File: config.mk
export PLATFORM = sky130hd
export DESIGN_NAME = reaction_timer_multi
export DESIGN_NICKNAME = d
export VERILOG_FILES = /design/src/rtl/reaction_pkg.sv /design/src/rtl/bcd_counter.sv /design/src/rtl/reaction_timer_multi.sv
export SDC_FILE = /design/constraint.sdc
export NUM_CORES = 1
export LEC_CHECK = 0
export CORE_MARGIN = 2
export CORE_UTILIZATION = 38
export CTS_CLUSTER_SIZE = 28
export DETAILED_ROUTE_END_ITERATION = 6
export GPL_ROUTABILITY_DRIVEN = 1
export RECOVER_POWER = 100
export SYNTH_ARGS = -nofsm -noshare
export SYNTH_HDL_FRONTEND = slang
export SYNTH_HIERARCHICAL = 1
export SYNTH_SLANG_ARGS = --single-unit
File: constraint.sdc
create_clock -name clk -period 8.75 [get_ports clk]
set_input_delay 1.3125 -clock clk [delete_from_list [all_inputs] [get_ports clk]]
set_output_delay 1.3125 -clock clk [all_outputs]
set_load 0.01 [all_outputs]
File: src/rtl/reaction_pkg.sv
// Shared types and constants for the multi-player reaction timer.
package reaction_pkg;

  typedef enum logic [2:0] {
    S_IDLE   = 3'd0,
    S_PREP   = 3'd1,
    S_ARMED  = 3'd2,
    S_RESULT = 3'd3,
    S_FAULT  = 3'd4
  } state_t;

  localparam logic [15:0] LFSR_SEED = 16'hACE1;
  // Fibonacci taps 16,14,13,11 expressed as a bit mask over [15:0]
  localparam logic [15:0] LFSR_TAPS = 16'hB400;
  localparam logic [3:0]  BCD_NINE  = 4'd9;

  function automatic logic [15:0] lfsr_next(input logic [15:0] s);
    return {s[14:0], ^(s & LFSR_TAPS)};
  endfunction

endpackage

File: src/rtl/bcd_counter.sv
// Multi-digit BCD up-counter that saturates at all 9s; digit 0 in [3:0].
module bcd_counter
  import reaction_pkg::*;
#(
  parameter int unsigned DIGITS = 4
) (
  input  logic                clk,
  input  logic                reset,
  input  logic                clr,
  input  logic                inc,
  output logic [4*DIGITS-1:0] value,
  output logic                all_nine
);

  logic [4*DIGITS-1:0] value_nxt;
  logic                carry;

  always_comb begin
    all_nine = 1'b1;
    for (int unsigned i = 0; i < DIGITS; i++) begin
      if (value[4*i +: 4] != BCD_NINE) all_nine = 1'b0;
    end
  end

  always_comb begin
    value_nxt = value;
    carry     = inc & ~all_nine;
    for (int unsigned i = 0; i < DIGITS; i++) begin
      if (carry) begin
        if (value[4*i +: 4] == BCD_NINE) begin
          value_nxt[4*i +: 4] = 4'd0;
        end else begin
          value_nxt[4*i +: 4] = value[4*i +: 4] + 4'd1;
          carry               = 1'b0;
        end
      end
    end
  end

  always_ff @(posedge clk or posedge reset) begin
    if (reset)    value <= '0;
    else if (clr) value <= '0;
    else          value <= value_nxt;
  end

endmodule

File: src/rtl/reaction_timer_multi.sv
// Multi-player reaction timer core: prep delay, stimulus, BCD ms timing, arbitration.
// Best-time tracking is built only when REACTION_BEST_TIME_EN is defined.
module reaction_timer_multi
  import reaction_pkg::*;
#(
  parameter  int unsigned CLK_PER_MS      = 100000,
  parameter  int unsigned NUM_PLAYERS     = 2,
  parameter  int unsigned DIGITS          = 4,
  parameter  int unsigned PREP_MIN_MS     = 1000,
  parameter  int unsigned PREP_RANGE_MASK = 2047,
  localparam int unsigned PW              = (NUM_PLAYERS > 1) ? $clog2(NUM_PLAYERS) : 1
) (
  input  logic                   clk,
  input  logic                   reset,
  input  logic                   start_btn,
  input  logic [NUM_PLAYERS-1:0] player_btn,
  output logic                   stim_led,
  output logic [4*DIGITS-1:0]    time_bcd,
  output logic [PW-1:0]          winner,
  output logic                   winner_valid,
  output logic                   false_start,
  output logic                   timeout,
  output logic [4*DIGITS-1:0]    best_bcd,
  output logic [2:0]             state_out
);

  localparam int unsigned TW = (CLK_PER_MS > 1) ? $clog2(CLK_PER_MS) : 1;

  logic [TW-1:0]          tick_cnt;
  logic                   tick;
  logic [15:0]            lfsr;
  logic                   start_prev;
  logic [NUM_PLAYERS-1:0] player_prev;
  logic                   start_edge;
  logic [NUM_PLAYERS-1:0] player_edge;
  logic                   any_press;
  logic [PW-1:0]          press_idx;
  state_t                 state, state_nxt;
  logic [31:0]            prep_cnt;
  logic [31:0]            prep_raw;
  logic [31:0]            prep_load;
  logic                   enter_prep, go_fault, go_win, go_timeout, time_inc;
  logic                   time_sat;

  function automatic logic [PW-1:0] lowest_idx(input logic [NUM_PLAYERS-1:0] v);
    lowest_idx = '0;
    for (int unsigned i = NUM_PLAYERS; i > 0; i--) begin
      if (v[i-1]) lowest_idx = PW'(i-1);
    end
  endfunction

  assign tick = (tick_cnt == TW'(CLK_PER_MS - 1));

  always_ff @(posedge clk or posedge reset) begin
    if (reset) begin
      tick_cnt    <= '0;
      lfsr        <= LFSR_SEED;
      start_prev  <= 1'b0;
      player_prev <= '0;
    end else begin
      tick_cnt    <= tick ? '0 : tick_cnt + TW'(1);
      lfsr        <= lfsr_next(lfsr);
      start_prev  <= start_btn;
      player_prev <= player_btn;
    end
  end

  assign start_edge  = start_btn & ~start_prev;
  assign player_edge = player_btn & ~player_prev;
  assign any_press   = |player_edge;
  assign press_idx   = lowest_idx(player_edge);

  // A zero-length delay is stretched to one tick so ARMED is always reachable
  assign prep_raw  = PREP_MIN_MS + (32'(lfsr) & PREP_RANGE_MASK);
  assign prep_load = (prep_raw == 32'd0) ? 32'd1 : prep_raw;

  always_ff @(posedge clk or posedge reset) begin
    if (reset) state <= S_IDLE;
    else       state <= state_nxt;
  end

  always_comb begin
    state_nxt  = state;
    enter_prep = 1'b0;
    go_fault   = 1'b0;
    go_win     = 1'b0;
    go_timeout = 1'b0;
    time_inc   = 1'b0;
    case (state)
      S_IDLE: begin
        if (start_edge) begin
          state_nxt  = S_PREP;
          enter_prep = 1'b1;
        end
      end
      S_PREP: begin
        if (any_press) begin
          state_nxt = S_FAULT;
          go_fault  = 1'b1;
        end else if (tick && prep_cnt <= 32'd1) begin
          state_nxt = S_ARMED;
        end
      end
      S_ARMED: begin
        if (any_press) begin
          state_nxt = S_RESULT;
          go_win    = 1'b1;
        end else if (tick) begin
          if (time_sat) begin
            state_nxt  = S_RESULT;
            go_timeout = 1'b1;
          end else begin
            time_inc = 1'b1;
          end
        end
      end
      S_RESULT, S_FAULT: begin
        if (start_edge) begin
          state_nxt  = S_PREP;
          enter_prep = 1'b1;
        end
      end
      default: state_nxt = S_IDLE;
    endcase
  end

  always_ff @(posedge clk or posedge reset) begin
    if (reset) begin
      stim_led     <= 1'b0;
      winner       <= '0;
      winner_valid <= 1'b0;
      false_start  <= 1'b0;
      timeout      <= 1'b0;
      prep_cnt     <= '0;
    end else begin
      stim_led <= (state_nxt == S_ARMED);
      if (enter_prep) begin
        winner       <= '0;
        winner_valid <= 1'b0;
        false_start  <= 1'b0;
        timeout      <= 1'b0;
        prep_cnt     <= prep_load;
      end else if (state == S_PREP && tick) begin
        prep_cnt <= prep_cnt - 32'd1;
      end
      if (go_fault) begin
        false_start  <= 1'b1;
        winner       <= press_idx;
        winner_valid <= 1'b0;
      end
      if (go_win) begin
        winner       <= press_idx;
        winner_valid <= 1'b1;
      end
      if (go_timeout) begin
        timeout      <= 1'b1;
        winner_valid <= 1'b0;
      end
    end
  end

  bcd_counter #(
    .DIGITS (DIGITS)
  ) u_time (
    .clk      (clk),
    .reset    (reset),
    .clr      (enter_prep),
    .inc      (time_inc),
    .value    (time_bcd),
    .all_nine (time_sat)
  );

`ifdef REACTION_BEST_TIME_EN
  // Packed BCD compares correctly as binary since every digit is 0..9
  always_ff @(posedge clk or posedge reset) begin
    if (reset)                             best_bcd <= {DIGITS{BCD_NINE}};
    else if (go_win && time_bcd < best_bcd) best_bcd <= time_bcd;
  end
`else
  assign best_bcd = {DIGITS{BCD_NINE}};
`endif

  assign state_out = state;

endmodule
# Word-level counts from Yosys, hierarchy flattened

Cells that the tools add are included.

Add/sub/neg operators: 7
Order comparisons: 1
Eq/ne operators: 14
Mux-type cells: 53
Bitwise logic cells: 6
Reductions and logical operators: 16

Operators with widths:

| operator                 | count |
|---|---|
| $mux W32                 | 2 |
| $mux W1                  | 33 |
| $le A32 B1 Y1 const B    | 1 |
| $logic_not A32 Y1        | 1 |
| $mux W4                  | 8 |
| $sub A32 B1 Y32 const B  | 1 |
| $mux W3                  | 6 |
| $add A17 B1 Y17 const B  | 1 |
| $eq A17 B17 Y1 const B   | 1 |
| $mux W17                 | 1 |
| $add A4 B1 Y4 const B    | 4 |
| $eq A4 B4 Y1 const B     | 4 |
| $mux W16                 | 1 |
| $ne A4 B4 Y1 const B     | 4 |
| $reduce_xor A16 Y1       | 1 |
| $reduce_bool A2 Y1       | 7 |
| $add A10 B11 Y12 const A | 1 |
| $mux W12                 | 1 |
| $eq A3 B2 Y1 const B     | 3 |
| $pmux W3 S3              | 1 |
| $reduce_bool A4 Y1       | 1 |
| $eq A3 B1 Y1 const B     | 1 |
| $eq A3 B3 Y1 const B     | 1 |
| $logic_not A3 Y1         | 1 |
| other kinds (8)          | 11 |

Flip-flop bits (word level): 92
Input bits: 5
Output and inout port bits: 40
Logic and storage cells: 112

# Logic depth before layout (Yosys ltp)

Gate-level depths: netlist of run 1.

Depth after elaboration: 15
Mapped depth: 11

# Cells and area by module

Netlist of run 1, hierarchy kept.

Modules (own cells, without submodules):

| module               | instances | cells each | area an instance (um^2) | sequential area each (um^2) |
|---|---|---|---|---|
| reaction_timer_multi | 1         | 384        | 3794.9                  | 1911.8 |
| bcd_counter          | 1         | 100        | 1012.2                  | 400.4 |

# Worst setup path after synthesis of run 1

Ideal clock, no wire load.

Path kind: input-to-reg
Start point: input player_btn[1]
End point: register u_time.value[6]
Library setup time: 78 ps
Arrival: 3519 ps
Path slack: 5153 ps
Stages: 8
Buffers on the path: 1
Cells stage by stage: nor2b_1 > or2_2 > nor4_1 > and4b_1 > buf_4 > nand2_2 > or3_1 > a21oi_1

Cells in the longest elaborated chain, start to end: 7

RTL lines:

| what                                | RTL line                    | RTL |
|---|---|---|
| from (decl)                         | reaction_timer_multi.sv:16  | `input logic [NUM_PLAYERS-1:0] player_btn,` |
| $and A2 B2 Y2                       | reaction_timer_multi.sv:69  | `assign player_edge = player_btn & ~player_prev;` |
| $reduce_or A2 Y1                    | reaction_timer_multi.sv:70  | `assign any_press = \|player_edge;` |
| $mux W1                             | reaction_timer_multi.sv:105 | `if (any_press) begin` |
| $mux W1                             | reaction_timer_multi.sv:89  | `case (state)` |
| net time_inc                        | reaction_timer_multi.sv:42  | `logic enter_prep, go_fault, go_win, go_timeout, time_inc;` |
| $and A1 B1 Y1                       | bcd_counter.sv:27           | `carry = inc & ~all_nine;` |
| $mux W1                             | bcd_counter.sv:29           | `if (carry) begin` |
| $reduce_bool A2 Y1 (no source line) | -                           |  |
| to (signal assigned)                | bcd_counter.sv:43           | `else value <= value_nxt;` |
| to (decl)                           | bcd_counter.sv:11           | `output logic [4*DIGITS-1:0] value,` |

The timed path passes the listed nets, and every way through them passes these cells.
A chain may end at the register's enable or synchronous reset.

# Worst setup path after layout of run 1

Start point: input start_btn
End point: register prep_cnt[3]

Cells in the longest elaborated chain, start to end: 4

RTL lines:

| what                                                  | RTL line                                                | RTL |
|---|---|---|
| from (decl)                                           | reaction_timer_multi.sv:15                              | `input logic start_btn,` |
| $and A1 B1 Y1 (*)                                     | reaction_timer_multi.sv:68                              | `assign start_edge = start_btn & ~start_prev;` |
| $mux W1 (*)                                           | reaction_timer_multi.sv:91, reaction_timer_multi.sv:118 |  |
| $mux W1 (*)                                           | -                                                       |  |
| $mux W32 / $reduce_bool A2 Y1 (equally long branches) | -                                                       |  |
| to (signal assigned)                                  | reaction_timer_multi.sv:142                             | `prep_cnt <= prep_load;` |
| to (signal assigned)                                  | reaction_timer_multi.sv:144                             | `prep_cnt <= prep_cnt - 32'd1;` |
| to (decl)                                             | reaction_timer_multi.sv:39                              | `logic [31:0] prep_cnt;` |

Mark *: on every way between the ends. The rest lies on a longest branch, timed or not.

==> impl_metrics.tcl, run 1 <==
set metrics [dict create \
    power.density_nw_per_um2 171.9 \
    setup_tns_ns 0 \
    p_int_uw 722.9 \
    die-area_sq_um 13570 \
    hold_viol 0 \
    drv_slew 37 \
    fin_util_pct 43.64 \
    period_needed_ns 4.154 \
    peakVddDrop_mv 0.1019 \
    cts.htree.levels 3 \
    cts_hold_buf 0 \
    finalSetupViolations 0 \
    dieHeight_microns 116.5 \
    grt_pass1_wl_microns 16500 \
    drt_pre_antenna_iters 4 \
    reg2reg_to "prep_cnt[3]$_DFFE_PP0P_" \
    ys_warn_count 6 \
    cts_tree "yes" \
    post-route-period-util_pct 47.47 \
    syn_avg_cell_area_sq_um 9.932 \
    grt_antenna_before_repair 0 \
    violations "capacitance limit, slew limit" \
    required_ns 9.03 \
    hold_depth 0 \
    clk_latency_ns 0.34 \
    yosysSeqAreaShare_pct 48.10 \
    ant_nets 0 \
    synth_cells 484 \
    worstMarginPinSlew_ns 1.501 \
    hpwl_microns 6329 \
    io_pins 45 \
    cp-start-kind "input pin" \
    clockBufferDepth 2 \
    area_delta_synth_final_pct 13.17 \
    grt_usage_pct 15.46 \
    dp.cells 666 \
    yosys_most_used_dff "dfrtp_1" \
    grt_max_degree 77 \
    cts_setup_buffers 0 \
    synthesis.area_sq_um 4807 \
    worstPathMaxFanout 37 \
    path_cells "dlygate4sd3_1 -> nand2b_1 -> a211o_1 -> inv_1 -> clkbuf_1 -> a21oi_1 -> a21oi_1 -> o21a_1" \
    die_x_microns 116.5 \
    initial_core_util_pct 38.56 \
    switching_share_pct 22.69 \
    hp-start "lfsr[14]$_DFF_PP0_" \
    worstPathArrival_ns 4.44 \
    max_stage_delay_ns 1.14 \
    max_freq_mhz 240.7 \
    fill_cells 1197 \
    reg2reg_depth 7 \
    drv_cap 1 \
    grt_setup_unrepaired "false" \
    p_clk_share_pct 44.5 \
    clk_pin_slew_worst_paths_ns 0.06 \
    drc 0 \
    viasPerCell 5.136 \
    diodes 0 \
    fin_skew_ns 0.006405 \
    whs_endpoint "lfsr[15]$_DFF_PP1_" \
    clkSinkCount 92 \
    cpMostUsedCell "a21oi_1" \
    combPwrFrac_pct 7.1 \
    drive_above_1_share_pct 6.275 \
    grt_pass1_vias 3485 \
    final_nets 520 \
    status "complete, but fails checks" \
    overflow 0 \
    vias 3503 \
    p_leak_nw 2.300 \
    post_cts_resized 0 \
    wl_microns 9453 \
    p_sw_uw 212.1 \
    regToRegSetupSlack_ns 5.46 \
    reg2reg_from "state_out[2]$_DFF_PP0_" \
    port_buffers 28 \
    synth_edf_count 0 \
    synth-seq-cells 92 \
    core-area_sq_um 12470 \
    maxSlewHeadroom_pct -0.05405 \
    cts_buffers 9 \
    cts_root_buffer "clkbuf_16" \
    critPathSlowestCell "clkbuf_1" \
    placement_rows 41 \
    hp-class "reg -> reg" \
    synth_cell_type_count 64 \
    wire_per_inst_microns 13.86 \
    stdcell_count 682 \
    place.gp.congestion 0.8024 \
    power_frac_seq_pct 48.4 \
    first_iter_violations 149 \
    cp-end-kind "flop" \
    worst-setup-path-type "in -> reg" \
    async_reset_ff_share_pct 100.0 \
]
-- synth_stat cells, types with 10 or more instances --
master	instances	share of area, %
o21ai_0	18	1.9
buf_4	17	2.7
or3_1	16	2.1
nand2_1	25	2.0
a21oi_1	28	2.9
inv_1	14	1.1
dfrtp_1	84	44
nand4_1	12	1.6
clkbuf_1	16	1.2
nor3_1	23	2.4
xnor2_1	32	5.8
ha_1	10	2.6
nor2_1	47	3.7
nand3_1	16	1.7
nor4_1	17	2.2
xor2_1	14	2.6
-- layer usage --
layer  GRT usage [%]  up-vias  part of all wire, %
met5               0        -                    0
met4           5.476        0                  1.3
met3           4.359        9                  3.7
li1                -     1733                    -
met2           25.08       49                   47
met1           19.87     1712                   48
-- power by group through the flow --
stage               Sequential [mW]  Clock [mW]  Combinational [mW]
floorplan                     0.460           0              0.0495
global placement              0.460           0              0.0702
detailed placement            0.460           0              0.0708
CTS                           0.453       0.430              0.0711
global route                  0.454       0.445              0.0762
finish                        0.452       0.416              0.0667
-- kinds of logic after synthesis --
group                      count (synthesis)  share of synthesized area (%)
xor gates and xnor gates                  46                          8.381
other                                      2                         0.1562
and+or+nand+nor                          208                          25.09
AOI/OAI and AO/OA                         74                          9.839
buffers and inverters                     50                          5.414
DFF                                       92                          48.10
muxes                                      2                         0.4165
adders and majority gates                 10                          2.603
-- layout by cell type (no fill, tap or decap), types with 3 or more instances in the layout --
cell / synthesis / layout
dfrtp_1: 84 / 84
nor2_1: 47 / 47
xnor2_1: 32 / 32
a21oi_1: 28 / 28
dlygate4sd3_1: 0 / 28
nand2_1: 25 / 25
nor3_1: 23 / 23
nor4_1: 17 / 18
o21ai_0: 18 / 18
nand3_1: 16 / 16
or3_1: 16 / 16
conb_1: 2 / 16
xor2_1: 14 / 14
inv_1: 14 / 13
nand4_1: 12 / 12
ha_1: 10 / 10
clkbuf_16: 0 / 9
or4_1: 6 / 6
o31ai_1: 6 / 6
dfstp_1: 0 / 6
nand2b_1: 4 / 4
nor4b_1: 4 / 4
or2_2: 4 / 4
nor2b_1: 4 / 4
clkbuf_1: 16 / 4
o211ai_1: 3 / 3
and4_1: 3 / 3
o41ai_1: 2 / 3
and3_1: 3 / 3
and3b_1: 3 / 3
-- through the flow --
stage	total power [mW]	cell area [sq um]	hold slack, ns	worst slack, ns
6_report	0.9351	5440	0.3582	4.596
5_1_grt	0.9753	5440	0.3740	4.257
4_1_cts	0.9543	5498	0.3610	5.408
3_5_place_dp	0.5312	5177	0.3423	5.040
3_3_place_gp	0.5304	5177	0.3389	5.117
2_1_floorplan	0.5090	4860	0.3330	5.153
-- flip-flops by register name, indices dropped and copies added, names as in the netlist --
register and cells:
prep_cnt 32, tick_cnt 17, lfsr 16, u_time/value 16
state_out 3, player_prev 2, false_start 1, start_prev 1
stim_led 1, timeout 1, winner 1, winner_valid 1
-- final cells by class --
type | instances | area, sq um | area share (%)
clock buffers | 12 | 246.5 | 4.531
clock inverters | 4 | 73.82 | 1.357
inverters | 14 | 52.55 | 0.9660
multi-input cells | 356 | 2237 | 41.12
flip-flops and latches | 92 | 2312 | 42.50
well taps | 172 | 215.2 | 3.956
repair buffers | 32 | 302.8 | 5.566
-- worst max path at each step --
stage	start	endpoint	slack, ns
finish	start_btn	prep_cnt[3]$_DFFE_PP0P_	4.60
global route	start_btn	prep_cnt[2]$_DFFE_PP0P_	4.26
CTS	player_btn[1]	u_time/value[7]$_DFFE_PP0P_	5.41
detailed placement	player_btn[1]	u_time/value[6]$_DFFE_PP0P_	5.04
global placement	player_btn[1]	u_time/value[6]$_DFFE_PP0P_	5.12
floorplan	player_btn[1]	u_time/value[6]$_DFFE_PP0P_	5.15
-- critical path, delay by kind of cell --
family	cells	cell delay (ns)
AOI/OAI and AO/OA	4	0.87
and+or+nand+nor	1	0.09
buffers and inverters	3	2.16
Power figures use the tool's default switching activity.
==> run 2: changes to the inputs <==
- clock period: 8.75 -> 3.82 ns (I/O delays scaled with it)
==> run 2 against run 1 <==
The flow now finishes without violations. Wire length up 2.9%. Cell count is 0.15% higher. Critical path depth is 1 higher. Clock power rose by 120%. Count of clock-buffer cells in the layout down 1. First-iteration DRC count rose by 48%. Final area rose by 0.46%. Total power increased by 120%. Setup slack got worse by 3.9 ns. Global-route usage grew 0.38 points. Core utilization up 0.20 points. Combinational power increased by 130%.
==> impl_metrics.tcl, run 2 (same netlist as run 1, synthesis figures left out) <==
set metrics [dict create \
    wl_microns 9729 \
    power.density_nw_per_um2 382.6 \
    final_cell_mix "84 x dfrtp_1, 47 x nor2_1, 32 x xnor2_1" \
    cts_root_buffer "clkbuf_16" \
    grt_usage_pct 15.84 \
    regMostFlops "prep_cnt" \
    combPwrFrac_pct 7.3 \
    clk_latency_ns 0.34 \
    worstPathMaxFanout 22 \
    top_regs "prep_cnt (32), tick_cnt (17)" \
    drive_above_1_share_pct 6.849 \
    hp-class "reg -> reg" \
    seqCellArea_sq_um 2312 \
    worstMarginPinSlew_ns 1.230 \
    grt_setup_unrepaired "false" \
    grt_max_degree 45 \
    core-area_sq_um 12470 \
    grt_pass1_vias 3553 \
    ant_nets 0 \
    drt_pre_antenna_iters 4 \
    finalSetupViolations 0 \
    cts_buffers 9 \
    first_iter_violations 220 \
    final_nets 521 \
    area_delta_synth_final_pct 13.69 \
    worstPathArrival_ns 3.34 \
    hold_depth 0 \
    cp-startpoint "tick_cnt[14]$_DFF_PP0_" \
    diodes 0 \
    hpwl_microns 6579 \
    hold_viol 0 \
    whs_ns 0.3679 \
    period_needed_ns 3.092 \
    p_leak_nw 2.331 \
    overflow 0 \
    fill_cells 1186 \
    required_ns 4.06 \
    post-route-period-util_pct 80.94 \
    dieHeight_microns 116.5 \
    cts_setup_buffers 0 \
    largest_reg_flops 32 \
    reg2reg_depth 9 \
    cts_tree "yes" \
    multi_input_area_sq_um 2278 \
    p_sw_uw 501.4 \
    final_common_cell "dfrtp_1" \
    wire_per_inst_microns 14.24 \
    clockBufferDepth 2 \
    hp-start "lfsr[14]$_DFF_PP0_" \
    die-area_sq_um 13570 \
    max_freq_mhz 323.4 \
    grt_antenna_before_repair 0 \
    p_int_mw 1.590 \
    vias 3575 \
    p_clk_share_pct 43.2 \
    clk_pin_slew_worst_paths_ns 0.06 \
    drc 0 \
    clkSinkCount 92 \
    setup_tns_ns 0 \
    cp-start-kind "flop" \
    power_frac_seq_pct 49.5 \
    worst-setup-path-type "reg -> reg" \
    status "finished clean" \
    cts_hold_buf 0 \
    post_cts_resized 0 \
    initial_core_util_pct 38.56 \
    cts.htree.levels 3 \
    cp-end-kind "flop" \
    io_pins 45 \
    maxSlewHeadroom_pct 17.92 \
    viasPerCell 5.234 \
    port_buffers 28 \
    switching_share_pct 23.98 \
    drv_cap 0 \
    drv_slew 0 \
    reg2reg_from "tick_cnt[14]$_DFF_PP0_" \
    placement_rows 41 \
    fin_skew_ns 0.004931 \
    place.gp.congestion 0.8146 \
    die_x_microns 116.5 \
    grt_pass1_wl_microns 16990 \
    peakVddDrop_mv 0.2387 \
]
==> run 2: cell count changes in the layout (fill, tap and decap cells not counted), sizes merged <==
cell and change:
clkbuf +1, clkinv -1, bufinv -1, clkinvlp +1
buf -1, inv +2
==> run 2: final cells by class <==
cell class / instances / area share (%)
clock inverters: 5 / 1.099
multi-input cells: 356 / 41.69
repair buffers: 33 / 5.563
clock buffers: 11 / 4.441
inverters: 14 / 0.9615
well taps: 172 / 3.938
flip-flops and latches: 92 / 42.31
==> run 2: final timing paths <==
check	endpoint	slack [ns]
worst min register to register	lfsr[15]$_DFF_PP1_	0.37
worst min-delay path	lfsr[15]$_DFF_PP1_	0.37
max in group asynchronous	tick_cnt[6]$_DFF_PP0_	1.11
worst max-delay path	u_time/value[11]$_DFFE_PP0P_	0.73
worst max register to register	u_time/value[11]$_DFFE_PP0P_	0.73
min in group asynchronous	u_time/value[9]$_DFFE_PP0P_	0.78
==> run 2: routing by layer <==
metal	global-route usage, %	routed length (microns)	up-vias
li1	-	-	1737
met1	20.63	4710	1783
met2	25.70	4628	51
met3	4.048	296	4
met4	5.556	93	0
met5	0	0	-
==> run 2: through the flow <==
stage	setup WS, ns	instances	instance area [sq um]	power, mW	util, %
after detailed placement	0.8966	667	5197	1.221	41.69
after CTS	0.9481	683	5500	2.131	44.12
after global placement	0.9198	667	5197	1.218	41.69
after global routing	0.4629	683	5465	2.183	43.84
after floorplan	0.6543	498	4860	1.166	-
final	0.7279	683	5465	2.091	43.84
==> run 2: critical path: stages, from the launching register on <==
cell      delay [ns]
dfrtp_1         0.43
nor4b_1         0.52
nand4_1         0.17
buf_4           0.25
nor4_1          0.26
clkbuf_1        0.36
and4b_1         0.47
nand4_1         0.17
xor2_1          0.17
nor3_1          0.20
==> run 2: power groups by stage <==
stage / registers, mW / logic, mW / clock network, mW
2_1_floorplan: 1.05 / 0.113 / 0
3_3_place_gp: 1.05 / 0.165 / 0
3_5_place_dp: 1.05 / 0.168 / 0
4_1_cts: 1.04 / 0.168 / 0.927
5_1_grt: 1.04 / 0.175 / 0.969
6_report: 1.04 / 0.153 / 0.903
